==> src/rtl/monster_fire_scheduler.sv <==
// monster_fire_scheduler
// Picks which alien monster fires next and which enemy projectile slot it
// launches into. Round-robin over monsters, lowest free slot, one grant per
// frame at most, with a per-level frame cooldown between shots.
module monster_fire_scheduler #(
  parameter int N_MON  = 8,
  parameter int N_SLOT = 4,
  parameter int CD_L1  = 60,
  parameter int CD_L2  = 30,
  localparam int ID_W  = (N_MON  > 1) ? $clog2(N_MON)  : 1,
  localparam int SL_W  = (N_SLOT > 1) ? $clog2(N_SLOT) : 1
) (
  input  logic              clk,
  input  logic              rst,
  input  logic [2:0]        level_in,
  input  logic              frame_tick,
  input  logic [N_MON-1:0]  fire_req,
  input  logic [N_SLOT-1:0] slot_free,
  output logic              grant_valid,
  output logic [ID_W-1:0]   grant_id,
  output logic [SL_W-1:0]   grant_slot,
  output logic              cooling,
  output logic [7:0]        shots
);

  typedef enum logic [1:0] {
    ST_IDLE    = 2'd0,
    ST_WAIT_CD = 2'd1,
    ST_ARB     = 2'd2,
    ST_GRANT   = 2'd3
  } state_t;

  // Pointer value that makes monster 0 the first candidate.
  localparam logic [ID_W-1:0] RR_INIT = ID_W'(N_MON - 1);

  state_t            state_r, state_s;
  logic [1:0]        lvl_r, lvl_s;
  logic [7:0]        cd_r, cd_s;
  logic [ID_W-1:0]   rr_r, rr_s;
  logic [7:0]        shots_r, shots_s;
  logic              grant_valid_r, grant_valid_s;
  logic [ID_W-1:0]   grant_id_r, grant_id_s;
  logic [SL_W-1:0]   grant_slot_r, grant_slot_s;
  logic              cooling_r;

  // Map the raw level code onto 0 (idle), 1 or 2; anything else is idle.
  function automatic logic [1:0] decode_level(input logic [2:0] lv);
    logic [1:0] res;
    case (lv)
      3'd1:    res = 2'd1;
      3'd2:    res = 2'd2;
      default: res = 2'd0;
    endcase
    return res;
  endfunction

  // Cooldown reload in frames for a decoded level.
  function automatic logic [7:0] reload_for(input logic [1:0] lv);
    logic [7:0] res;
    case (lv)
      2'd2:    res = 8'(CD_L2);
      default: res = 8'(CD_L1);
    endcase
    return res;
  endfunction

  // First requesting monster after ptr, wrapping through N_MON-1 back to 0.
  function automatic logic [ID_W-1:0] rr_pick(input logic [N_MON-1:0] req,
                                               input logic [ID_W-1:0]  ptr);
    logic [ID_W-1:0] pick;
    logic [ID_W-1:0] idx;
    logic            found;
    pick  = ptr;
    found = 1'b0;
    for (int k = 1; k <= N_MON; k++) begin
      idx = ID_W'((int'(ptr) + k) % N_MON);
      if (!found && req[idx]) begin
        pick  = idx;
        found = 1'b1;
      end else begin
        pick = pick;
      end
    end
    return pick;
  endfunction

  // Lowest-index free projectile slot.
  function automatic logic [SL_W-1:0] slot_pick(input logic [N_SLOT-1:0] free);
    logic [SL_W-1:0] pick;
    logic [SL_W-1:0] idx;
    pick = '0;
    for (int j = N_SLOT - 1; j >= 0; j--) begin
      idx = SL_W'(j);
      if (free[idx]) begin
        pick = idx;
      end else begin
        pick = pick;
      end
    end
    return pick;
  endfunction

  assign lvl_s = decode_level(level_in);

  // Next-state and datapath decisions; level changes override everything else.
  always_comb begin
    state_s       = state_r;
    cd_s          = cd_r;
    rr_s          = rr_r;
    shots_s       = shots_r;
    grant_valid_s = 1'b0;
    grant_id_s    = grant_id_r;
    grant_slot_s  = grant_slot_r;

    if (lvl_s == 2'd0) begin
      // Game idle: park with counters cleared, last grant indices kept.
      state_s = ST_IDLE;
      cd_s    = 8'd0;
      shots_s = 8'd0;
      rr_s    = RR_INIT;
    end else if (lvl_s != lvl_r) begin
      // New level: restart cooldown and statistics; a tick this cycle is dropped.
      state_s = ST_WAIT_CD;
      cd_s    = reload_for(lvl_s);
      shots_s = 8'd0;
      rr_s    = RR_INIT;
    end else begin
      case (state_r)
        ST_IDLE: begin
          // Only reachable with a stable valid level after an upset; resume play.
          state_s = ST_WAIT_CD;
          cd_s    = reload_for(lvl_r);
        end
        ST_WAIT_CD: begin
          if (frame_tick) begin
            cd_s = (cd_r == 8'd0) ? 8'd0 : (cd_r - 8'd1);
            if (cd_s == 8'd0) begin
              state_s = ST_ARB;
            end else begin
              state_s = ST_WAIT_CD;
            end
          end else if (cd_r == 8'd0) begin
            state_s = ST_ARB;
          end else begin
            state_s = ST_WAIT_CD;
          end
        end
        ST_ARB: begin
          if (frame_tick && (|fire_req) && (|slot_free)) begin
            state_s       = ST_GRANT;
            grant_valid_s = 1'b1;
            grant_id_s    = rr_pick(fire_req, rr_r);
            grant_slot_s  = slot_pick(slot_free);
          end else begin
            state_s = ST_ARB;
          end
        end
        ST_GRANT: begin
          state_s = ST_WAIT_CD;
          cd_s    = reload_for(lvl_r);
          rr_s    = grant_id_r;
          shots_s = (shots_r == 8'hFF) ? shots_r : (shots_r + 8'd1);
        end
        default: begin
          state_s = ST_IDLE;
          cd_s    = 8'd0;
          shots_s = 8'd0;
          rr_s    = RR_INIT;
        end
      endcase
    end
  end

  // State, counters and registered outputs.
  always_ff @(posedge clk or posedge rst) begin
    if (rst) begin
      state_r       <= ST_IDLE;
      lvl_r         <= 2'd0;
      cd_r          <= 8'd0;
      rr_r          <= RR_INIT;
      shots_r       <= 8'd0;
      grant_valid_r <= 1'b0;
      grant_id_r    <= '0;
      grant_slot_r  <= '0;
      cooling_r     <= 1'b0;
    end else begin
      state_r       <= state_s;
      lvl_r         <= lvl_s;
      cd_r          <= cd_s;
      rr_r          <= rr_s;
      shots_r       <= shots_s;
      grant_valid_r <= grant_valid_s;
      grant_id_r    <= grant_id_s;
      grant_slot_r  <= grant_slot_s;
      cooling_r     <= (cd_s != 8'd0);
    end
  end

  assign grant_valid = grant_valid_r;
  assign grant_id    = grant_id_r;
  assign grant_slot  = grant_slot_r;
  assign cooling     = cooling_r;
  assign shots       = shots_r;

endmodule

==> config.mk <==
export PLATFORM = sky130hd
export DESIGN_NAME = monster_fire_scheduler
export DESIGN_NICKNAME = d
export VERILOG_FILES = /design/src/rtl/monster_fire_scheduler.sv
export SDC_FILE = /design/constraint.sdc
export NUM_CORES = 1
export LEC_CHECK = 0
export ABC_AREA = 1
export CAP_MARGIN = 40
export CORE_MARGIN = 2
export CORE_UTILIZATION = 40
export DETAILED_ROUTE_END_ITERATION = 12
export DONT_BUFFER_PORTS = 1
export GPL_TIMING_DRIVEN = 0
export MAX_ROUTING_LAYER = met4
export PLACE_DENSITY = 0.65
export SETUP_SLACK_MARGIN = 0.1
export SYNTH_ARGS = -nofsm -noshare
export SYNTH_HDL_FRONTEND = slang
export SYNTH_SLANG_ARGS = --single-unit
==> constraint.sdc <==
create_clock -name clk -period 6.8 [get_ports clk]
set_clock_uncertainty 0.15 [all_clocks]
set_input_delay 1.36 -clock clk [delete_from_list [all_inputs] [get_ports clk]]
set_output_delay 1.36 -clock clk [all_outputs]
set_load 0.01 [all_outputs]
Word level (Yosys, flattened, before mapping). Cells that the tools add are included.

Equal/unequal tests: 10. Order comparisons: 8. Muxes and demuxes: 89. Bitwise operators: 2. $add $sub $neg: 10. Reduce and logical (&&, ||, !) cells: 27.

Operator list (count): two-way mux 8 bit (8); two-way mux 1 bit (48); two-way mux 3 bit (11); < comparator 3 x 4 -> 1 bit (second input constant) (8); binary-select mux 1 bit (select 3 bit) (8); two-way mux 2 bit (9); zero test 8 bit (2); case mux 8 bit (2 select lines) (1); adder 3 bit (second input constant) (4); two-way mux 6 bit (2); logical AND 1 bit (9); adder 8 x 1 -> 8 bit (second input constant) (1); == test 2 bit (second input constant) (4); == test 8 bit (second input constant) (1); nonzero test 8 bit (1); OR reduction 8 bit (1); subtractor 8 x 1 -> 8 bit (second input constant) (1); zero test 1 bit (7); adder 3 x 1 -> 3 bit (second input constant) (2); adder 3 x 2 -> 3 bit (second input constant) (2); case mux 2 bit (3 select lines) (1); zero test 2 bit (2); case mux 2 bit (2 select lines) (1); AND reduction 4 bit (1); 10 further kinds (11).

Word-level logic and storage cells: 155. Bits of input ports: 18. Register bits after elaboration: 30. Output and inout port bits: 15.

Logic depth before layout (Yosys ltp).
Depth after elaboration: 53. Mapped depth: 18. Depth with buffers taken out: 18.

Worst setup path after synthesis. No wires, ideal clock.

Path kind: input to register. From: input port level_in[2]. To: register shots_r[2] (netlist: shots[2]). Library setup time: 0.086 ns. Setup slack: 4.123 ns. Data arrival time: 2.441 ns. Cell stages on the path: 11. Required time: 6.564 ns. Buffers on the path: 0. Cells stage by stage: nor2_1 -> nand2_1 -> xor2_1 -> nand2_2 -> nor2_2 -> inv_2 -> nor2_4 -> inv_2 -> nand3_1 -> inv_1 -> nor3_1.

Word-level cells in the longest chain between the ends: 5. Elaborated cells on any way between the ends: 10. Those cells by class: eq/ne: 4; mux: 3; reduce/logical: 3.

Ends and longest elaborated chain: start, declared (RTL line 15) `input logic [2:0] level_in,`; == test 3 x 2 -> 1 bit / == test 3 x 1 -> 1 bit (equally long branches) (RTL line 49) `case (lv)`; case mux 2 bit (2 select lines) * (RTL line 49); != test 2 bit / zero test 2 bit (equally long branches) (RTL line 121, 115); != test 3 bit (no line), or another cell as far along; AND reduction 2 bit (no line) / two-way mux 8 bit (equally long branches); end signal, assigned (RTL line 191) `shots_r <= shots_s;`; end, declared (RTL line 40) `logic [7:0] shots_r, shots_s;`.

Every way passes the cells marked *; elsewhere a longest branch is shown, timed or not. A chain may end at the register's enable or synchronous reset.

Final worst setup path.
From: register rr_r[1]. To: register grant_id_r[1] (netlist: grant_id[1]).

Word-level cells in the longest chain between the ends: 53. Elaborated cells on any way between the ends: 81. Those cells by class: add/sub: 8; mux: 59; reduce/logical: 14.

Ends and longest elaborated chain: start, declared (RTL line 39) `logic [ID_W-1:0] rr_r, rr_s;`; start signal, assigned (RTL line 190) `rr_r <= rr_s;`; adder 3 x 1 -> 3 bit (RTL line 76) `idx = ID_W'((int'(ptr) + k) % N_MON);`; binary-select mux 1 bit (select 3 bit) (RTL line 77) `if (!found && req[idx]) begin`; two-way mux 1 bit (implied by the code) (RTL line 77); two-way mux 1 bit (RTL line 77); two-way mux 1 bit (RTL line 149) `if (frame_tick && (|fire_req) && (|slot_free)) begin`; two-way mux 1 bit (RTL line 128) `case (state_r)`; two-way mux 1 bit (RTL line 121) `end else if (lvl_s != lvl_r) begin`; two-way mux 1 bit (RTL line 115) `if (lvl_s == 2'd0) begin`; [... 37 more ...]; two-way mux 1 bit (RTL line 77); two-way mux 1 bit (RTL line 149); two-way mux 1 bit (RTL line 128); two-way mux 1 bit (RTL line 121); two-way mux 1 bit (RTL line 115); zero test 1 bit (RTL line 77); logical AND 1 bit (RTL line 77); two-way mux 3 bit * (RTL line 77); end signal, assigned (RTL line 193) `grant_id_r <= grant_id_s;`; end, declared (RTL line 42) `logic [ID_W-1:0] grant_id_r, grant_id_s;`.

Every way passes the cells marked *; elsewhere a longest branch is shown, timed or not. The select of a mux whose other input is x is not followed.

==> flow_summary.toml <==
[outcome]
outcome = "finished, final reports clean"

[logic_synthesis]
synth_flop_cell = "dfrtp_1"
synth.avg_cell_area_sq_um = 6.68
syn_inst = 380
synthTopCellsByArea = "dfrtp_1, nand2_1, nand3_1"
async_flop_share_pct = 100
synth.yosys.seq_area_share_pct = 29.7
yosysMostFrequentCell = "nand2_1"
synth_area_sq_um = 2540
ys_ff_latch = 30
synth-edff-count = 0
synth_top_area_share_pct = 26.6
synth_warnings = 0
syn_nets = 407
yosys-top-cells-count = "nand2_1, inv_1, nand3_1, nor2_1, dfrtp_1"
yosysUniqueCellTypes = 41
yosysTopAreaCell = "dfrtp_1"

[worst_setup_path]
cp.required_ns = 6.82
cp_common_cell = "nand2_1"
critPathMaxStageDelay_ns = 0.54
worstSetupEndpointType = "register"
critPathSlowestCell = "dfstp_2"
path_delay_family = "simple AND/OR/NAND/NOR gates"
cp.arrival_ns = 2.79
path_buf_inv = 4
worstPathCellList = "buf_6 -> inv_1 -> ha_1 -> inv_2 -> nand3_1 -> nand2_1 -> nand2_1 -> nand2_1 -> nand3_2 -> nor2_4 -> nand4_4 -> nand2_1 -> inv_1 -> nand2_1 -> nand2_1 -> nand2_1 -> nand2_1"
start_kind = "register"
critPathMaxFanout = 9
crit_type = "reg2reg"

[timing]
worst_pin_slew_ns = 0.723
max_freq_ghz = 0.362
post-route-min-period_ns = 2.76
fin_crit_sh_pct = 40.6
fin_setup_tns_ns = 0
setup_viol = 0
hold_viol = 0
slew_violations = 0
relSlewSlack_pct = 51.8
grt_setup_unrepaired = "false"

[clock_network]
clkTransAtPathRegs_ns = 0.07
clock_sinks = 30
tritoncts = "yes"
postCtsSetupBuffers = 0
cts_made_buffers = 5
htree_levels = 2
cts_resized = 0
clock_path_buffers = 2
insertion_delay_ns = 0.28
ctsHoldBuffers = 0
clockRootBuffer = "clkbuf_8"

[power]
switchingPower_w = 0.000135
clkPwrFrac_pct = 34.4
p_int_w = 0.000295
p_per_area_nw_per_um2 = 157
p_leak_nw = 1.45
p_seq_share_pct = 44.5
power_frac_comb_pct = 21.0
irDropWorstVdd_v = 0.000167
sw_frac_of_total_pct = 31.4

[place]
dp.cells = 458
dp_hpwl_mm = 4.68
io_buffers = 0
place.gp.congestion = 0.940

[final_layout]
diodes = 0
syn_to_final_growth_pct = 8.13
fin_nets = 415
final_cells = 466
postLayoutCoreUtil_pct = 44.0
drive_gt1_share_pct = 12.1

[route]
viasPerCell = 5.17
drc = 0
dr.first_iter.drc_count = 98
vias = 2409
dr.pass1.iters = 5
ant_nets = 0
avgRoutedWirePerCell_um = 12.6
routed_wl_mm = 5.88

[die]
initial_core_util_pct = 40.7
num_rows = 29
core_sq_um = 6240
die_y_um = 83.7
dieArea_sq_um = 7000
top_level_ports = 33
die_x_um = 83.7

[global_route]
overflow = 0
grt_usage_pct = 18.3
grt_max_degree = 19
antenna_found_initial = 0
grt_pass1_wl_mm = 10.4
grt_pass1_vias = 2415

[hold_path]
hp-class = "reg2reg"

[run]
drv_cap = 0
-- cell type report --
cell class	instances	area, sq um
Tap cell	77	96.3
Buffer	6	50.0
Fill cell	652	3500
Clock buffer	6	82.6
Multi-Input combinational cell	286	1510
Clock inverter	2	12.5
Timing Repair Buffer	1	15.0
Sequential cell	30	754
Inverter	58	221
-- worst min-delay path, stage by stage (launching register included) --
cell and delay (ns):
dfrtp_1 0.39, nand2_1 0.07, o41ai_1 0.05
-- flip-flops by register name, summed over array words and instances (netlist names) --
name         cells
grant_id         3
grant_slot       2
shots            8
rr_r             3
cooling          1
lvl_r            2
grant_valid      1
state_r          2
cd_r             8
-- power groups by stage --
| stage | clock [W] | sequential [W] | combinational (W) |
|---|---|---|---|
| final | 0.000148 | 0.000192 | 0.0000905 |
| after floorplan | 0 | 0.000193 | 0.0000722 |
| after detailed placement | 0 | 0.000195 | 0.0000902 |
| after global placement | 0 | 0.000195 | 0.0000886 |
| after global routing | 0.000163 | 0.000192 | 0.000105 |
| after CTS | 0.000155 | 0.000192 | 0.0000907 |
-- cell usage in the layout (no fill, tap or decap), drive strengths merged, types with 7 or more instances in the layout --
cell      n
nor3      9
a21oi    12
dfrtp    27
nand2   119
ha        9
inv      57
clkbuf    7
nor2     37
nand3    45
o21ai    25
-- worst paths after layout --
| check | startpoint | endpoint | slack [ns] | cells past startpoint |
|---|---|---|---|---|
| hold reg to reg | grant_slot[1] | grant_slot[1] | 0.40 | 2 |
| max in group asynchronous | rst | cd_r[3] | 5.02 | 2 |
| setup reg to reg | rr_r[1] | grant_id[1] | 4.04 | 17 |
| setup / recovery | rr_r[1] | grant_id[1] | 4.04 | 17 |
| hold / removal | grant_slot[1] | grant_slot[1] | 0.40 | 2 |
| min in group asynchronous | rst | grant_id[1] | 0.94 | 1 |
-- metal layers --
| metal | part of all wire, % | track usage [%] |
|---|---|---|
| met5 | 0 | - |
| met4 | 0.56 | 4.25 |
| met3 | 7.6 | 3.86 |
| met2 | 47 | 30.3 |
| met1 | 45 | 23.2 |
-- cells by family after synthesis --
group                      after synthesis  share of synthesized area, %
muxes                                    3                          1.18
xor gates and xnor gates                 6                          3.55
adders and majority gates                9                          4.44
DFF                                     30                          29.7
AOI/OAI and AO/OA                       51                          11.5
and+or+nand+nor                        217                          38.9
buffers and inverters                   64                          10.7
-- stage by stage --
stage / cell area, sq um / setup WS (ns) / hold slack (ns) / power, W
2_1_floorplan: 2540 / 4.12 / 0.363 / 0.000265
3_3_place_gp: 2640 / 3.94 / 0.384 / 0.000283
3_5_place_dp: 2650 / 3.91 / 0.388 / 0.000285
4_1_cts: 2750 / 4.06 / 0.403 / 0.000437
5_1_grt: 2750 / 3.77 / 0.435 / 0.000460
6_report: 2750 / 4.04 / 0.396 / 0.000430
Power figures use the tool's default switching activity.
